$ cat config.mk
export PLATFORM = sky130hd
export DESIGN_NAME = mio_arbiter_flat
export DESIGN_NICKNAME = d
export VERILOG_FILES = /design/src/rtl/mio_arb_pkg.sv /design/src/rtl/mio_arbiter_if.sv /design/src/rtl/mio_arbiter_rr_pick2.sv /design/src/rtl/mio_arbiter.sv /design/src/flat_wrapper.sv
export SDC_FILE = /design/constraint.sdc
export NUM_CORES = 1
export LEC_CHECK = 0
export ABC_AREA = 1
export CAP_MARGIN = 20
export CORE_ASPECT_RATIO = 1.75
export CORE_MARGIN = 1
export CORE_UTILIZATION = 40
export DETAILED_ROUTE_END_ITERATION = 8
export PLACE_DENSITY = 0.8
export SYNTH_ARGS = -nofsm -noshare
export SYNTH_HDL_FRONTEND = slang
export SYNTH_HIERARCHICAL = 1
export SYNTH_SLANG_ARGS = --single-unit
$ cat constraint.sdc
create_clock -name clk -period 6.2 [get_ports clk]
set_input_delay 0.93 -clock clk [delete_from_list [all_inputs] [get_ports clk]]
set_output_delay 0.93 -clock clk [all_outputs]
set_load 0.01 [all_outputs]
$ cat src/rtl/mio_arb_pkg.sv
// Shared encodings for the two-master memory/IO arbiter: FSM states and grant vectors.
package mio_arb_pkg;

    localparam logic [1:0] ST_IDLE_ENC   = 2'b00;
    localparam logic [1:0] ST_ACCESS_ENC = 2'b01;
    localparam logic [1:0] ST_RESP_ENC   = 2'b10;

    typedef enum logic [1:0] {
        ST_IDLE   = ST_IDLE_ENC,
        ST_ACCESS = ST_ACCESS_ENC,
        ST_RESP   = ST_RESP_ENC
    } state_e;

    localparam logic [1:0] GNT_NONE = 2'b00;
    localparam logic [1:0] GNT_M0   = 2'b01;
    localparam logic [1:0] GNT_M1   = 2'b10;

    // Owner bit (0 = m0, 1 = m1) to one-hot grant.
    function automatic logic [1:0] owner_grant(input logic owner);
        return owner ? GNT_M1 : GNT_M0;
    endfunction

endpackage

$ cat src/rtl/mio_arbiter_if.sv
// Request/response bundle between one bus master and the arbiter.
interface mio_arbiter_if #(
    parameter int AW = 32,
    parameter int DW = 32
);
    logic          req;
    logic          we;
    logic [AW-1:0] addr;
    logic [DW-1:0] wdata;
    logic          ready;
    logic [DW-1:0] rdata;

    modport master (output req, we, addr, wdata, input ready, rdata);
    modport slave  (input req, we, addr, wdata, output ready, rdata);
endinterface

$ cat src/rtl/mio_arbiter_rr_pick2.sv
// Two-way round-robin selector: a lone request always wins, a tie goes to the
// master that was not granted last.
module rr_pick2 (
    input  logic [1:0] req,
    input  logic       last,
    output logic [1:0] pick
);

    // Tie-break on last owner; otherwise pass the request through.
    always_comb begin
        pick = req;
        if (req == 2'b11) begin
            pick = last ? 2'b01 : 2'b10;
        end else begin
            pick = req;
        end
    end

endmodule

$ cat src/rtl/mio_arbiter.sv
// Shares one fixed-latency memory port between two masters: latch winner,
// hold the port for LAT cycles, register read data, pulse ready once.
module mio_arbiter
    import mio_arb_pkg::*;
#(
    parameter int LAT = 2,
    parameter int AW  = 32,
    parameter int DW  = 32
) (
    input  logic          clk,
    input  logic          reset,
    mio_arbiter_if.slave  m0,
    mio_arbiter_if.slave  m1,
    output logic          mem_en,
    output logic          mem_we,
    output logic [AW-1:0] mem_addr,
    output logic [DW-1:0] mem_wdata,
    input  logic [DW-1:0] mem_rdata,
    output logic [1:0]    grant
);

    localparam int             CW       = (LAT > 1) ? $clog2(LAT) : 1;
    localparam logic [CW-1:0]  CNT_LOAD = CW'(LAT - 1);

    state_e        state_q, state_d;
    logic [CW-1:0] cnt_q, cnt_d;
    logic          owner_q, owner_d;
    logic          last_q, last_d;
    logic          we_q, we_d;
    logic [AW-1:0] addr_q, addr_d;
    logic [DW-1:0] wdata_q, wdata_d;
    logic [DW-1:0] rdata0_q, rdata0_d;
    logic [DW-1:0] rdata1_q, rdata1_d;
    logic [1:0]    pick_s;

    rr_pick2 u_pick (
        .req  ({m1.req, m0.req}),
        .last (last_q),
        .pick (pick_s)
    );

    // Next-state and datapath latching; requests only matter in IDLE.
    always_comb begin
        state_d  = state_q;
        cnt_d    = cnt_q;
        owner_d  = owner_q;
        last_d   = last_q;
        we_d     = we_q;
        addr_d   = addr_q;
        wdata_d  = wdata_q;
        rdata0_d = rdata0_q;
        rdata1_d = rdata1_q;
        case (state_q)
            ST_IDLE: begin
                if (pick_s != 2'b00) begin
                    state_d = ST_ACCESS;
                    owner_d = pick_s[1];
                    last_d  = pick_s[1];
                    we_d    = pick_s[1] ? m1.we    : m0.we;
                    addr_d  = pick_s[1] ? m1.addr  : m0.addr;
                    wdata_d = pick_s[1] ? m1.wdata : m0.wdata;
                    cnt_d   = CNT_LOAD;
                end else begin
                    state_d = ST_IDLE;
                end
            end
            ST_ACCESS: begin
                if (cnt_q == '0) begin
                    state_d = ST_RESP;
                    if (!we_q && owner_q) begin
                        rdata1_d = mem_rdata;
                    end else if (!we_q) begin
                        rdata0_d = mem_rdata;
                    end else begin
                        rdata0_d = rdata0_q;
                    end
                end else begin
                    cnt_d = cnt_q - CW'(1);
                end
            end
            ST_RESP: begin
                state_d = ST_IDLE;
            end
            default: begin
                state_d = ST_IDLE;
            end
        endcase
    end

    // State register; reset aborts any transaction without waiting for a clock.
    always_ff @(posedge clk or posedge reset) begin
        if (reset) begin
            state_q  <= ST_IDLE;
            cnt_q    <= '0;
            owner_q  <= 1'b0;
            last_q   <= 1'b1;
            we_q     <= 1'b0;
            addr_q   <= '0;
            wdata_q  <= '0;
            rdata0_q <= '0;
            rdata1_q <= '0;
        end else begin
            state_q  <= state_d;
            cnt_q    <= cnt_d;
            owner_q  <= owner_d;
            last_q   <= last_d;
            we_q     <= we_d;
            addr_q   <= addr_d;
            wdata_q  <= wdata_d;
            rdata0_q <= rdata0_d;
            rdata1_q <= rdata1_d;
        end
    end

    assign mem_en    = (state_q == ST_ACCESS);
    assign mem_we    = mem_en & we_q;
    assign mem_addr  = addr_q;
    assign mem_wdata = wdata_q;
    assign grant     = (state_q == ST_IDLE) ? GNT_NONE : owner_grant(owner_q);
    assign m0.ready  = (state_q == ST_RESP) & ~owner_q;
    assign m1.ready  = (state_q == ST_RESP) & owner_q;
    assign m0.rdata  = rdata0_q;
    assign m1.rdata  = rdata1_q;

endmodule

$ cat src/flat_wrapper.sv
// flat-port wrapper written by rule: the top's interface ports become plain ports
module mio_arbiter_flat import mio_arb_pkg::*;
#(
    parameter int LAT = 2,
    parameter int AW  = 32,
    parameter int DW  = 32
)
  (clk, reset, mem_en, mem_we, mem_addr, mem_wdata, mem_rdata, grant, m0_req, m0_we, m0_addr, m0_wdata, m0_ready, m0_rdata, m1_req, m1_we, m1_addr, m1_wdata, m1_ready, m1_rdata);
  mio_arbiter_if #(.AW(AW), .DW(DW)) m0_i ();
  mio_arbiter_if #(.AW(AW), .DW(DW)) m1_i ();
  input  logic clk;
  input  logic reset;
  output logic mem_en;
  output logic mem_we;
  output logic [AW-1:0] mem_addr;
  output logic [DW-1:0] mem_wdata;
  input  logic [DW-1:0] mem_rdata;
  output logic [1:0] grant;
  input wire logic [$bits(m0_i.req)-1:0] m0_req;
  input wire logic [$bits(m0_i.we)-1:0] m0_we;
  input wire logic [$bits(m0_i.addr)-1:0] m0_addr;
  input wire logic [$bits(m0_i.wdata)-1:0] m0_wdata;
  output wire logic [$bits(m0_i.ready)-1:0] m0_ready;
  output wire logic [$bits(m0_i.rdata)-1:0] m0_rdata;
  input wire logic [$bits(m1_i.req)-1:0] m1_req;
  input wire logic [$bits(m1_i.we)-1:0] m1_we;
  input wire logic [$bits(m1_i.addr)-1:0] m1_addr;
  input wire logic [$bits(m1_i.wdata)-1:0] m1_wdata;
  output wire logic [$bits(m1_i.ready)-1:0] m1_ready;
  output wire logic [$bits(m1_i.rdata)-1:0] m1_rdata;
  assign m0_i.req = m0_req;
  assign m0_i.we = m0_we;
  assign m0_i.addr = m0_addr;
  assign m0_i.wdata = m0_wdata;
  assign m0_ready = m0_i.ready;
  assign m0_rdata = m0_i.rdata;
  assign m1_i.req = m1_req;
  assign m1_i.we = m1_we;
  assign m1_i.addr = m1_addr;
  assign m1_i.wdata = m1_wdata;
  assign m1_ready = m1_i.ready;
  assign m1_rdata = m1_i.rdata;
  mio_arbiter #(.LAT(LAT), .AW(AW), .DW(DW)) u_core (.clk(clk), .reset(reset), .m0(m0_i), .m1(m1_i), .mem_en(mem_en), .mem_we(mem_we), .mem_addr(mem_addr), .mem_wdata(mem_wdata), .mem_rdata(mem_rdata), .grant(grant));
endmodule
---- After elaboration in Yosys (flattened, before gate mapping) ----
Index checks and enable logic that the tools add are counted.
W data, S select, Z words.
operators by class
  bitwise operators ....................... 7
  $lt $le $gt $ge ......................... 0
  div/mod/pow operators ................... 0
  multiply operators ...................... 0
  reduce and logical (&&, ||, !) cells .... 9
  equal/unequal tests ..................... 5
  mux-type cells .......................... 13
  shifts and indexed selects .............. 0
  add/subtract/negate cells ............... 1
operators by type and width
  operator               number
  $mux W32               2
  $mux W2                5
  $eq A2 B2 Y1 const B   2
  $mux W1                4
  $not A1 Y1             4
  $pmux W2 S2            1
  $reduce_and A2 Y1      2
  $reduce_and A4 Y1      1
  $reduce_bool A2 Y1     2
  $and A1 B1 Y1          3
  $reduce_and A3 Y1      1
  $eq A2 B1 Y1 const B   1
  $logic_not A2 Y1       1
  $ne A2 B1 Y1 const B   1
  $ne A2 B2 Y1 const B   1
  $pmux W1 S2            1
  $logic_and A1 B1 Y1    1
  $logic_not A1 Y1       1
  $sub A1 B1 Y1 const B  1
storage, ports and cells
  latch bits .............................. 0
  flip-flop bits (word level) ............. 134
  memory bits (read-only) ................. 0
  RAM bits ................................ 0
  logic and storage cells ................. 44
  output and inout bits ................... 134
  memories ................................ 0
  input bits .............................. 166

---- Longest topological paths before layout ----
  depth in word-level cells ............... 5
  mapped depth ............................ 10

---- Modules after synthesis ----
Netlist, hierarchy kept.
by module, submodules not included
  module       sequential area each (um^2)  cells each  instances  area each (um^2)
  mio_arbiter  3354.5                       791         1          6069.6
  rr_pick2     0.0                          5           1          21.3

---- Worst setup path before layout ----
Ideal clock, no wire load.
  path kind ............................... input to register
  start ................................... input m1_req
  end ..................................... register u_core.wdata_q[10], in the netlist u_core/mem_wdata[10]
  stages on the path ...................... 9
  setup time .............................. 0.117 ns
  arrival ................................. 1.941 ns
  setup slack ............................. 4.142 ns
  cells stage by stage .................... inv_1 -> a21oi_1 -> nor2_1 -> nor2_2 -> inv_2 -> buf_6 -> buf_2 -> nand2_1 -> nand2_1
on the way
  cells in the longest elaborated chain, start to end .. 4
  elaborated cells on any way between the ends .. 5
ends and longest elaborated chain
  item                                line                        source
  start: declaration                  flat_wrapper.sv:25          input wire logic [$bits(m1_i.req)-1:0] m1_req;
  $eq A2 B2 Y1                        mio_arbiter_rr_pick2.sv:12  if (req == 2'b11) begin
  $mux W2 *                           mio_arbiter_rr_pick2.sv:12
  net u_core.pick_s[1]                mio_arbiter.sv:34           logic [1:0] pick_s;
  $reduce_bool A2 Y1                  mio_arbiter.sv:55           if (pick_s != 2'b00) begin
  $reduce_and A2 Y1 (no source line)  -
  end signal: assignment              mio_arbiter.sv:109          wdata_q <= wdata_d;
  end: declaration                    mio_arbiter.sv:31           logic [DW-1:0] wdata_q, wdata_d;
The timed path passes the listed nets; every way through them passes the cells marked *.
A chain may end at the register's enable or synchronous reset.

---- Final worst setup path ----
  start ................................... register u_core.state_q[1]
  end ..................................... output mem_we
on the way
  cells in the longest elaborated chain, start to end .. 2
ends and longest elaborated chain
  item                      line                source
  start: declaration        mio_arbiter.sv:25   state_e state_q, state_d;
  start signal: assignment  mio_arbiter.sv:103  state_q <= state_d;
  $eq A2 B1 Y1              mio_arbiter.sv:115  assign mem_en = (state_q == ST_ACCESS);
  $and A1 B1 Y1             mio_arbiter.sv:116  assign mem_we = mem_en & we_q;
  end: declaration          flat_wrapper.sv:14  output logic mem_we;
No other way between the ends.

==> metrics.md <==
| Metric | Value |
|---|---|
| Status | finished clean |
| Number of diodes added for antenna fixing | 0 |
| Number of setup violations in the final report | 0 |
| Clk Latency, worst-skew pair | 0.41 ns |
| Clock skew after layout | 0.0137 ns |
| Maximum vdd ir drop | 436 µV |
| Antenna violations before repair | 0 |
| Largest fanout on the critical path | 4 |
| Maximum level of the CTS H-tree | 4 |
| Clock-pin slew on the worst setup and hold paths | 0.06 ns |
| P&R area growth vs syn | 60.3% |
| Initial standard-cell utilization of the core | 0.410 |
| Vias in the first global route | 5817 |
| Smallest setup slack after layout | 3.55 ns |
| Pin count of the biggest net entering global routing | 132 |
| Share of the cycle needed by the critical path after routing | 0.428 |
| Number of buffer cells added on primary ports | 299 |
| X dimension of the die | 95.3 µm |
| Number of endpoints with negative hold slack in the final report | 0 |
| Post-Synthesis Cells | 796 |
| DRT Pass-1 Iters | 4 |
| Count of final max-slew check failures | 0 |
| Buffer depth of the longest clock path | 2 |
| Post-CTS Setup Inserts | 0 |
| Count of hold-fix buffers inserted at cts | 0 |
| Synth warn | 6 |
| Share of layout cells above drive strength 1 | 0.0486 |
| Final critical-path required period | 2.65 ns |
| HPWL after detailed placement | 13.5 mm |
| Number of vias after detailed routing | 6035 |
| Row count | 59 |
| Fin util | 0.658 |
| Distinct cells, synth | 17 |
| Fmax achieved | 0.377 GHz |
| Chip height | 165 µm |
| Most heavily used metal layer in global routing | met2 |
| Die Footprint | 15700 µm² |
| Crit path cell chain | inv_2 > nand2_1 > nor2_1 > clkdlybuf4s50_1 |
| Most frequent cells in the layout | sky130_fd_sc_hd__nand2_1 (393), sky130_fd_sc_hd__clkdlybuf4s50_1 (299), sky130_fd_sc_hd__dfrtp_1 (133) |
| Number of design-rule violations left by the first detailed-router iteration | 188 |
| Via density per instance | 4.74 |
| GR met1 Demand/Resource | 0.269 |
| CP startpoint kind | flip-flop |
| Top-level port count | 300 |
| Worst setup startpoint | u_core/state_q[1] |
| Setup TNS after final layout | 0 ns |
| Most frequent standard cell in the layout excluding fill and tap cells | sky130_fd_sc_hd__nand2_1 |
| Slew margin rel. | 0.444 |
| Slowest cell delay on critical path | 0.56 ns |
| #FFs+latches synth | 134 |
| Met3 track demand over resource in global routing | 0.0668 |
| Share of the yosys chip area belonging to registers | 0.551 |
| Areal power density over the cells | 489 nW/µm² |
| TritonCTS clock tree | built |
| Setup repair after global routing missed its margin | false |
| Non-filler instance count after layout | 1273 |
| Measured slew at the worst slew-check pin | 0.835 ns |
| Combined area of all synthesized cells | 6090 µm² |
| Avg WL per Cell | 14.6 µm |
| Syn Nets | 962 |
| Static leakage power | 4.84 nW |
| TritonCTS Buffers | 17 |
| Met2 track demand over resource | 0.409 |
| Area inside the core boundary | 14800 µm² |
| Number of cells traversed by the worst register-to-register path | 7 |
| Worst min-delay path startpoint | u_core/m1.rdata[16] |
| Total routing usage reported by global routing | 0.241 |
| Root buffer cell | sky130_fd_sc_hd__clkbuf_16 |
| Dpl cells | 1240 |
| Wire length of the first global-routing pass | 28.7 mm |
| Average size of a mapped cell | 7.65 µm² |
| Slowest-stage cell, CP | sky130_fd_sc_hd__clkdlybuf4s50_1 |
| Worst endpoint required time | 5.27 ns |
| Count of nets after finishing | 1243 |
| Weighted congestion at the end of routability-driven global placement | 0.847 |
| HP Class | flip-flop to flip-flop |
| Worst setup slack after placement | 3.16 ns |
| Post-route antenna net violation count | 0 |
| Total Wirelength | 18.6 mm |
| Count of clock tree sinks | 134 |
| Arrival time of data at the critical path endpoint | 1.72 ns |
| Max-Cap Viols | 0 |
| R2R Path Start | u_core/last_q |
| Remaining design rule violation count | 0 |
| Number of resized instances in the post-cts repair step | 0 |
| Critical setup path kind | flip-flop to primary output |
| Number of cells traversed by the worst hold path | 2 |
| Overall overflow remaining after global route | 0 |
| Kind of end point of the critical path | primary output |
[per-stage QoR]
stage | hold WS, ns | total power [mW] | cell area (µm²)
finish | 0.467 | 4.77 | 9760
floorplan | 0.451 | 2.60 | 6090
detailed placement | 0.457 | 3.84 | 9180
global route | 0.489 | 5.10 | 9760
global placement | 0.452 | 3.77 | 9160
CTS | 0.473 | 4.81 | 9740
[layout make-up]
class	instances	area (µm²)
timing repair buffer	309	3100
clock buffer	17	425
clock inverter	15	134
tap	183	229
sequential	134	3350
multi-input combinational	542	2240
inverter	73	279
fill	1291	5070
[worst max-delay path, delay by kind of cell, from the launching register on]
family	cells	cell delay [ns]
buffers and inverters	2	0.65
flip-flops	1	0.41
AND/OR/NAND/NOR	2	0.27
[final timing paths]
kind	slack [ns]	endpoint
max in group asynchronous	3.99	u_core/m1.rdata[6]
worst min-delay path	0.47	u_core/m1.rdata[16]
worst max register to register	4.37	u_core/mem_wdata[11]
worst min register to register	0.47	u_core/m1.rdata[16]
worst max-delay path	3.55	mem_we
min in group asynchronous	1.04	u_core/mem_addr[30]
[cell families (layout without fill, tap and decap cells)]
family,after synthesis,in the layout,share of synthesized area
compound gates,70,70,0.0575
buf+inv,120,414,0.0855
flops,134,134,0.551
simple gates,472,472,0.306
[metal layers]
layer / part of all wire / routed length, µm
met2: 0.53 / 9800
met4: 0.046 / 862
met5: 0 / 0
met1: 0.37 / 6840
met3: 0.062 / 1150
[flip-flops by register name (all words and copies together), names as in the netlist, 2 cells and up]
name	cells
u_core/mem_addr	32
u_core/m1.rdata	32
u_core/state_q	2
u_core/mem_wdata	32
u_core/m0.rdata	32
[report_power, final]
group / total, mW / switching, mW / internal (mW)
clock: 0.950 / 0.421 / 0.529
combinational: 2.25 / 1.16 / 1.10
sequential: 1.57 / 0.257 / 1.31
total: 4.77 / 1.83 / 2.94
[Yosys cell counts, drive strengths merged]
cell type | number | share of area
nor2 | 10 | 0.0074
dfstp | 1 | 0.0043
nor3 | 2 | 0.0016
buf | 33 | 0.032
nand2 | 393 | 0.24
inv | 73 | 0.045
nand3 | 67 | 0.055
clkbuf | 14 | 0.0086
dfrtp | 133 | 0.55
a21oi | 1 | 0.00082
o21ai | 69 | 0.057
Note: power is estimated with default switching activity, not from simulation.
